File: src/rtl/lbist_pkg.sv
// Shared types and helpers for the response compactor/comparator slice.
// Holds the session FSM state encoding and the pattern-index width helper.
package lbist_pkg;

    typedef enum logic [1:0] {
        IDLE = 2'd0,
        RUN  = 2'd1,
        DONE = 2'd2
    } state_t;

    // Width needed to hold a pattern index 0..len-1, never less than one bit
    function automatic int idx_w(input int len);
        return (len > 1) ? $clog2(len) : 1;
    endfunction

endpackage

File: src/rtl/resp_cmp_lane.sv
// Single-channel comparator: flags a mismatch when any unmasked bit of the
// observed response differs from the golden response.
module resp_cmp_lane #(
    parameter int BITS = 2
) (
    input  logic [BITS-1:0] obs,
    input  logic [BITS-1:0] gold,
    input  logic [BITS-1:0] mask,
    output logic            mismatch
);

    // A set mask bit removes that bit position from the comparison
    always_comb begin
        mismatch = |((obs ^ gold) & ~mask);
    end

endmodule

File: src/rtl/resp_cmp.sv
// Multi-channel response comparator with per-session error statistics.
// A session starts on 'start', accepts LEN valid patterns, then reports done.
// Optional build macro RESP_CMP_MASK_EN adds input M to exclude bits from
// comparison; without it every bit is compared and no M port exists.
module resp_cmp
    import lbist_pkg::*;
#(
    parameter int BITS     = 2,
    parameter int CHANNELS = 4,
    parameter int LEN      = 16,
    parameter int CNT_W    = 8
) (
    input  logic                     clk,
    input  logic                     rst,
    input  logic                     start,
    input  logic                     valid,
    input  logic [CHANNELS*BITS-1:0] A,
    input  logic [CHANNELS*BITS-1:0] B,
    output logic                     res,
    output logic [CHANNELS-1:0]      chan_fail,
    output logic                     fail,
    output logic [CNT_W-1:0]         err_cnt,
    output logic [idx_w(LEN)-1:0]    first_idx,
    output logic                     busy,
    output logic                     done
`ifdef RESP_CMP_MASK_EN
    ,
    input  logic [CHANNELS*BITS-1:0] M
`endif
);

    localparam int              IW      = idx_w(LEN);
    localparam logic [IW-1:0]   LAST    = IW'(LEN - 1);
    localparam logic [CNT_W-1:0] CNT_MAX = '1;

    state_t                     state;
    logic [IW-1:0]              idx;
    logic [CHANNELS*BITS-1:0]   mask_bits;
    logic [CHANNELS-1:0]        chan_mis;
    logic                       any_mis;

`ifdef RESP_CMP_MASK_EN
    assign mask_bits = M;
`else
    assign mask_bits = '0;
`endif

    for (genvar c = 0; c < CHANNELS; c++) begin : g_lane
        resp_cmp_lane #(
            .BITS (BITS)
        ) u_lane (
            .obs      (A[c*BITS +: BITS]),
            .gold     (B[c*BITS +: BITS]),
            .mask     (mask_bits[c*BITS +: BITS]),
            .mismatch (chan_mis[c])
        );
    end

    assign any_mis = |chan_mis;
    assign fail    = |chan_fail;

    // Session FSM with all status outputs registered; a zero error count
    // doubles as "no mismatch seen yet" since the counter saturates, never wraps
    always_ff @(posedge clk) begin
        if (rst) begin
            state     <= IDLE;
            res       <= 1'b0;
            chan_fail <= '0;
            err_cnt   <= '0;
            first_idx <= '0;
            idx       <= '0;
            busy      <= 1'b0;
            done      <= 1'b0;
        end else begin
            case (state)
                IDLE, DONE: begin
                    res <= 1'b0;
                    if (start) begin
                        state     <= RUN;
                        chan_fail <= '0;
                        err_cnt   <= '0;
                        first_idx <= '0;
                        idx       <= '0;
                        busy      <= 1'b1;
                        done      <= 1'b0;
                    end
                end
                RUN: begin
                    res <= valid & any_mis;
                    if (valid) begin
                        if (any_mis) begin
                            chan_fail <= chan_fail | chan_mis;
                            if (err_cnt != CNT_MAX) begin
                                err_cnt <= err_cnt + CNT_W'(1);
                            end
                            if (err_cnt == '0) begin
                                first_idx <= idx;
                            end
                        end
                        idx <= idx + IW'(1);
                        if (idx == LAST) begin
                            state <= DONE;
                            busy  <= 1'b0;
                            done  <= 1'b1;
                        end
                    end
                end
                default: begin
                    state <= IDLE;
                    res   <= 1'b0;
                    busy  <= 1'b0;
                    done  <= 1'b0;
                end
            endcase
        end
    end

endmodule

File: config.mk
export PLATFORM = sky130hd
export DESIGN_NAME = resp_cmp
export DESIGN_NICKNAME = d
export VERILOG_FILES = /design/src/rtl/lbist_pkg.sv /design/src/rtl/resp_cmp_lane.sv /design/src/rtl/resp_cmp.sv
export SDC_FILE = /design/constraint.sdc
export NUM_CORES = 1
export LEC_CHECK = 0
export ABC_AREA = 1
export CORE_UTILIZATION = 47
export DETAILED_ROUTE_END_ITERATION = 8
export PLACE_DENSITY = 0.85
export RECOVER_POWER = 50
export SLEW_MARGIN = 10
export SYNTH_ARGS = -nofsm -noshare
export SYNTH_HDL_FRONTEND = slang
export SYNTH_SLANG_ARGS = --single-unit
File: constraint.sdc
create_clock -name clk -period 1.65 [get_ports clk]
set_input_delay 0.165 -clock clk [delete_from_list [all_inputs] [get_ports clk]]
set_output_delay 0.165 -clock clk [all_outputs]
set_load 0.005 [all_outputs]
==> impl_metrics.tcl <==
set metrics [dict create \
    outcome "finished, final reports clean" \
    start_kind "flip-flop" \
    port_buffers 39 \
    synth_edf_count 0 \
    synthArstFlopShare 0 \
    slowest_stage "dfxtp_2" \
    clockBufferDepth 2 \
    wire_per_inst_um 11.3 \
    setup.worst_path.start "state[0]" \
    cp_data_required_time_ns 1.91 \
    fmax_ghz 0.662 \
    drv_cap 0 \
    synth-xor-area-share 0.0440 \
    crit_chain "inv_2 -> nor2_4 -> buf_4 -> nand4_1 -> nand2_1 -> inv_2 -> nand3_2 -> nand2_1 -> a21oi_1" \
    nNetsFinal 290 \
    regToRegSetupSlack_ns 0.14 \
    worst_pin_slew_ns 0.258 \
    rows 19 \
    vias 1512 \
    maxSlewViolCount 0 \
    wirelength_um 3360 \
    min_path_type "reg -> reg" \
    dr.pass1.iters 4 \
    synth_top_cell_by_area "dfxtp_1" \
    ir_drop_mv 0.559 \
    first_global_vias 1396 \
    cts_setup_buffers 0 \
    diodes 0 \
    path_delay_family "simple AND/OR/NAND/NOR gates" \
    power.leakage_nw 0.856 \
    period_share 0.916 \
    powerDensity_nw_per_um2 759 \
    r2r_start "state[0]" \
    area_delta_synth_final_pct 39.7 \
    hold_violations 0 \
    reg2reg_to "err_cnt[1]" \
    synth_top_area_share 0.345 \
    cp_slowest_stage_delay_ns 0.38 \
    num-fill-cells 242 \
    ys_warn_count 0 \
    drive_above_1_share 0.0977 \
    yosys.area_share.simple 0.382 \
    synth_mux_area_frac 0 \
    htreeDepth 1 \
    start_util 0.501 \
    reg2reg_depth 9 \
    rsz0062_at_grt "false" \
    antenna_found_initial 0 \
    synth.most_common_cell "nand2_1" \
    slew_headroom 0.826 \
    hpwl_um 2520 \
    clk_latency_ns 0.32 \
    cts_resized 0 \
    fp.coreArea_um2 2780 \
    ff_latch_area_um2 483 \
    cts_tree "built" \
    ant_nets 0 \
    drc 0 \
    syn-cell-area_um2 1390 \
    syn_inst 214 \
    cp-end-kind "flip-flop" \
    synth_top_family_by_area "simple AND/OR/NAND/NOR gates" \
    root_buffer "clkbuf_4" \
    hold-worst-slack_ns 0.479 \
    die_area_um2 3190 \
    final_area_um2 1950 \
    ctsHoldBuffers 0 \
    yosys-top-cells-count "nand2_1, inv_1, dfxtp_1, nor2_1" \
    multiInputGateArea_um2 754 \
    crit_cells 9 \
    cts.sink_count 24 \
    synth_seq_cells 24 \
    placed_area_um2 1890 \
    grt-ovfl-total 0 \
    synthFlopType "dfxtp_1" \
    ys_types 22 \
    netlist_top_cells_area "dfxtp_1, nand2_1, inv_1" \
    ys_seq_area_frac 0.345 \
    cts_buffers 3 \
    syn_nets 237 \
    place.gp.congestion 0.852 \
    synth_compound_area_frac 0.0871 \
    initialDrtViolationCount 46 \
    grt_max_degree 17 \
    period_needed_ns 1.51 \
    path_clk_slew_ns 0.13 \
    track_usage 0.222 \
    vias_per_cell 5.09 \
    io_pins 40 \
    synthAdderAreaFrac 0.0269 \
    finalSetupViolations 0 \
    path_buf_inv 3 \
    syn_area_per_cell_um2 6.51 \
    clock_skew_ns 0.00204 \
    tns_ns 0 \
    grt_pass1_wl_um 5730 \
    endpoint "err_cnt[1]" \
    cp_max_fo 12 \
    die_h_um 56.5 \
    arrival_ns 1.77 \
    crit_type "reg -> reg" \
    die_w_um 56.5 \
]
[state kept, by name, summed over array words and instances, names as in the netlist]
| signal | flops |
|---|---|
| first_idx | 4 |
| state | 1 |
| err_cnt | 8 |
| idx | 4 |
| chan_fail | 4 |
| done | 1 |
| busy | 1 |
| res | 1 |
[metal layers]
metal	part of all wire	GRT usage	wire, um
met1	0.43	0.247	1430
met2	0.50	0.415	1670
met3	0.061	0.0415	206
met4	0.014	0.0801	48
met5	0	0	0
[worst min-delay path by stage]
| stage | to | start | cells past startpoint |
|---|---|---|---|
| finish | chan_fail[0] | chan_fail[0] | 2 |
| global route | res | valid | 3 |
| CTS | res | valid | 3 |
| detailed placement | chan_fail[3] | chan_fail[3] | 2 |
| global placement | busy | busy | 2 |
| floorplan | state[0] | rst | 1 |
[layout make-up]
cell class / count / area share
tap: 31 / 0.0199
timing repair buffer: 52 / 0.249
sequential: 24 / 0.248
clock inverter: 1 / 0.0154
inverter: 35 / 0.0688
multi-input combinational: 151 / 0.388
clock buffer: 3 / 0.0116
[cells in the final DEF (no fill, tap or decap)]
cell and instances:
nor3_1 3, nand2_1 56, nand3_1 15, ha_1 2, nor2b_1 1, clkbuf_4 4
clkbuf_1 1, nand3_2 1, and3_1 1, xnor2_1 7, a21oi_1 17, nor2_1 21
dlygate4sd3_1 11, inv_4 1, o211a_1 1, inv_2 3, buf_4 11, nand4_1 17
ha_2 1, a31oi_1 1, nor2_4 1, inv_1 31, bufinv_16 1, nand2_2 1
clkdlybuf4s50_1 28, or2_1 1, dfxtp_2 2, o21ai_0 4, dfxtp_1 22
[power by group]
| group | switching (mW) | leakage (nW) | internal (mW) |
|---|---|---|---|
| combinational | 0.199 | 0.631 | 0.201 |
| clock | 0.184 | 0.0279 | 0.246 |
| sequential | 0.0277 | 0.197 | 0.621 |
| total | 0.411 | 0.856 | 1.07 |
[per-stage QoR]
stage	total power, mW	std cells	util	worst slack (ns)
2_1_floorplan	0.880	214	-	0.185
3_3_place_gp	1.06	293	0.680	0.0141
3_5_place_dp	1.06	293	0.680	-0.0357
4_1_cts	1.49	297	0.699	0.0819
5_1_grt	1.56	297	0.700	0.0164
6_report	1.48	297	0.700	0.139
[cells by family (layout without fill, tap and decap cells)]
family,count (synthesis),after routing
XOR/XNOR,7,7
AO/OA/AOI/OAI,23,23
flip-flops,24,24
AND/OR/NAND/NOR,118,118
buffers and inverters,39,91
adder cells (fa/ha/maj),3,3
[tightest hold or removal path: stages, from the launching register on]
cell and delay (ns):
dfxtp_1 0.33, inv_1 0.06, a21oi_1 0.06
Note: power is estimated with default switching activity, not from simulation.
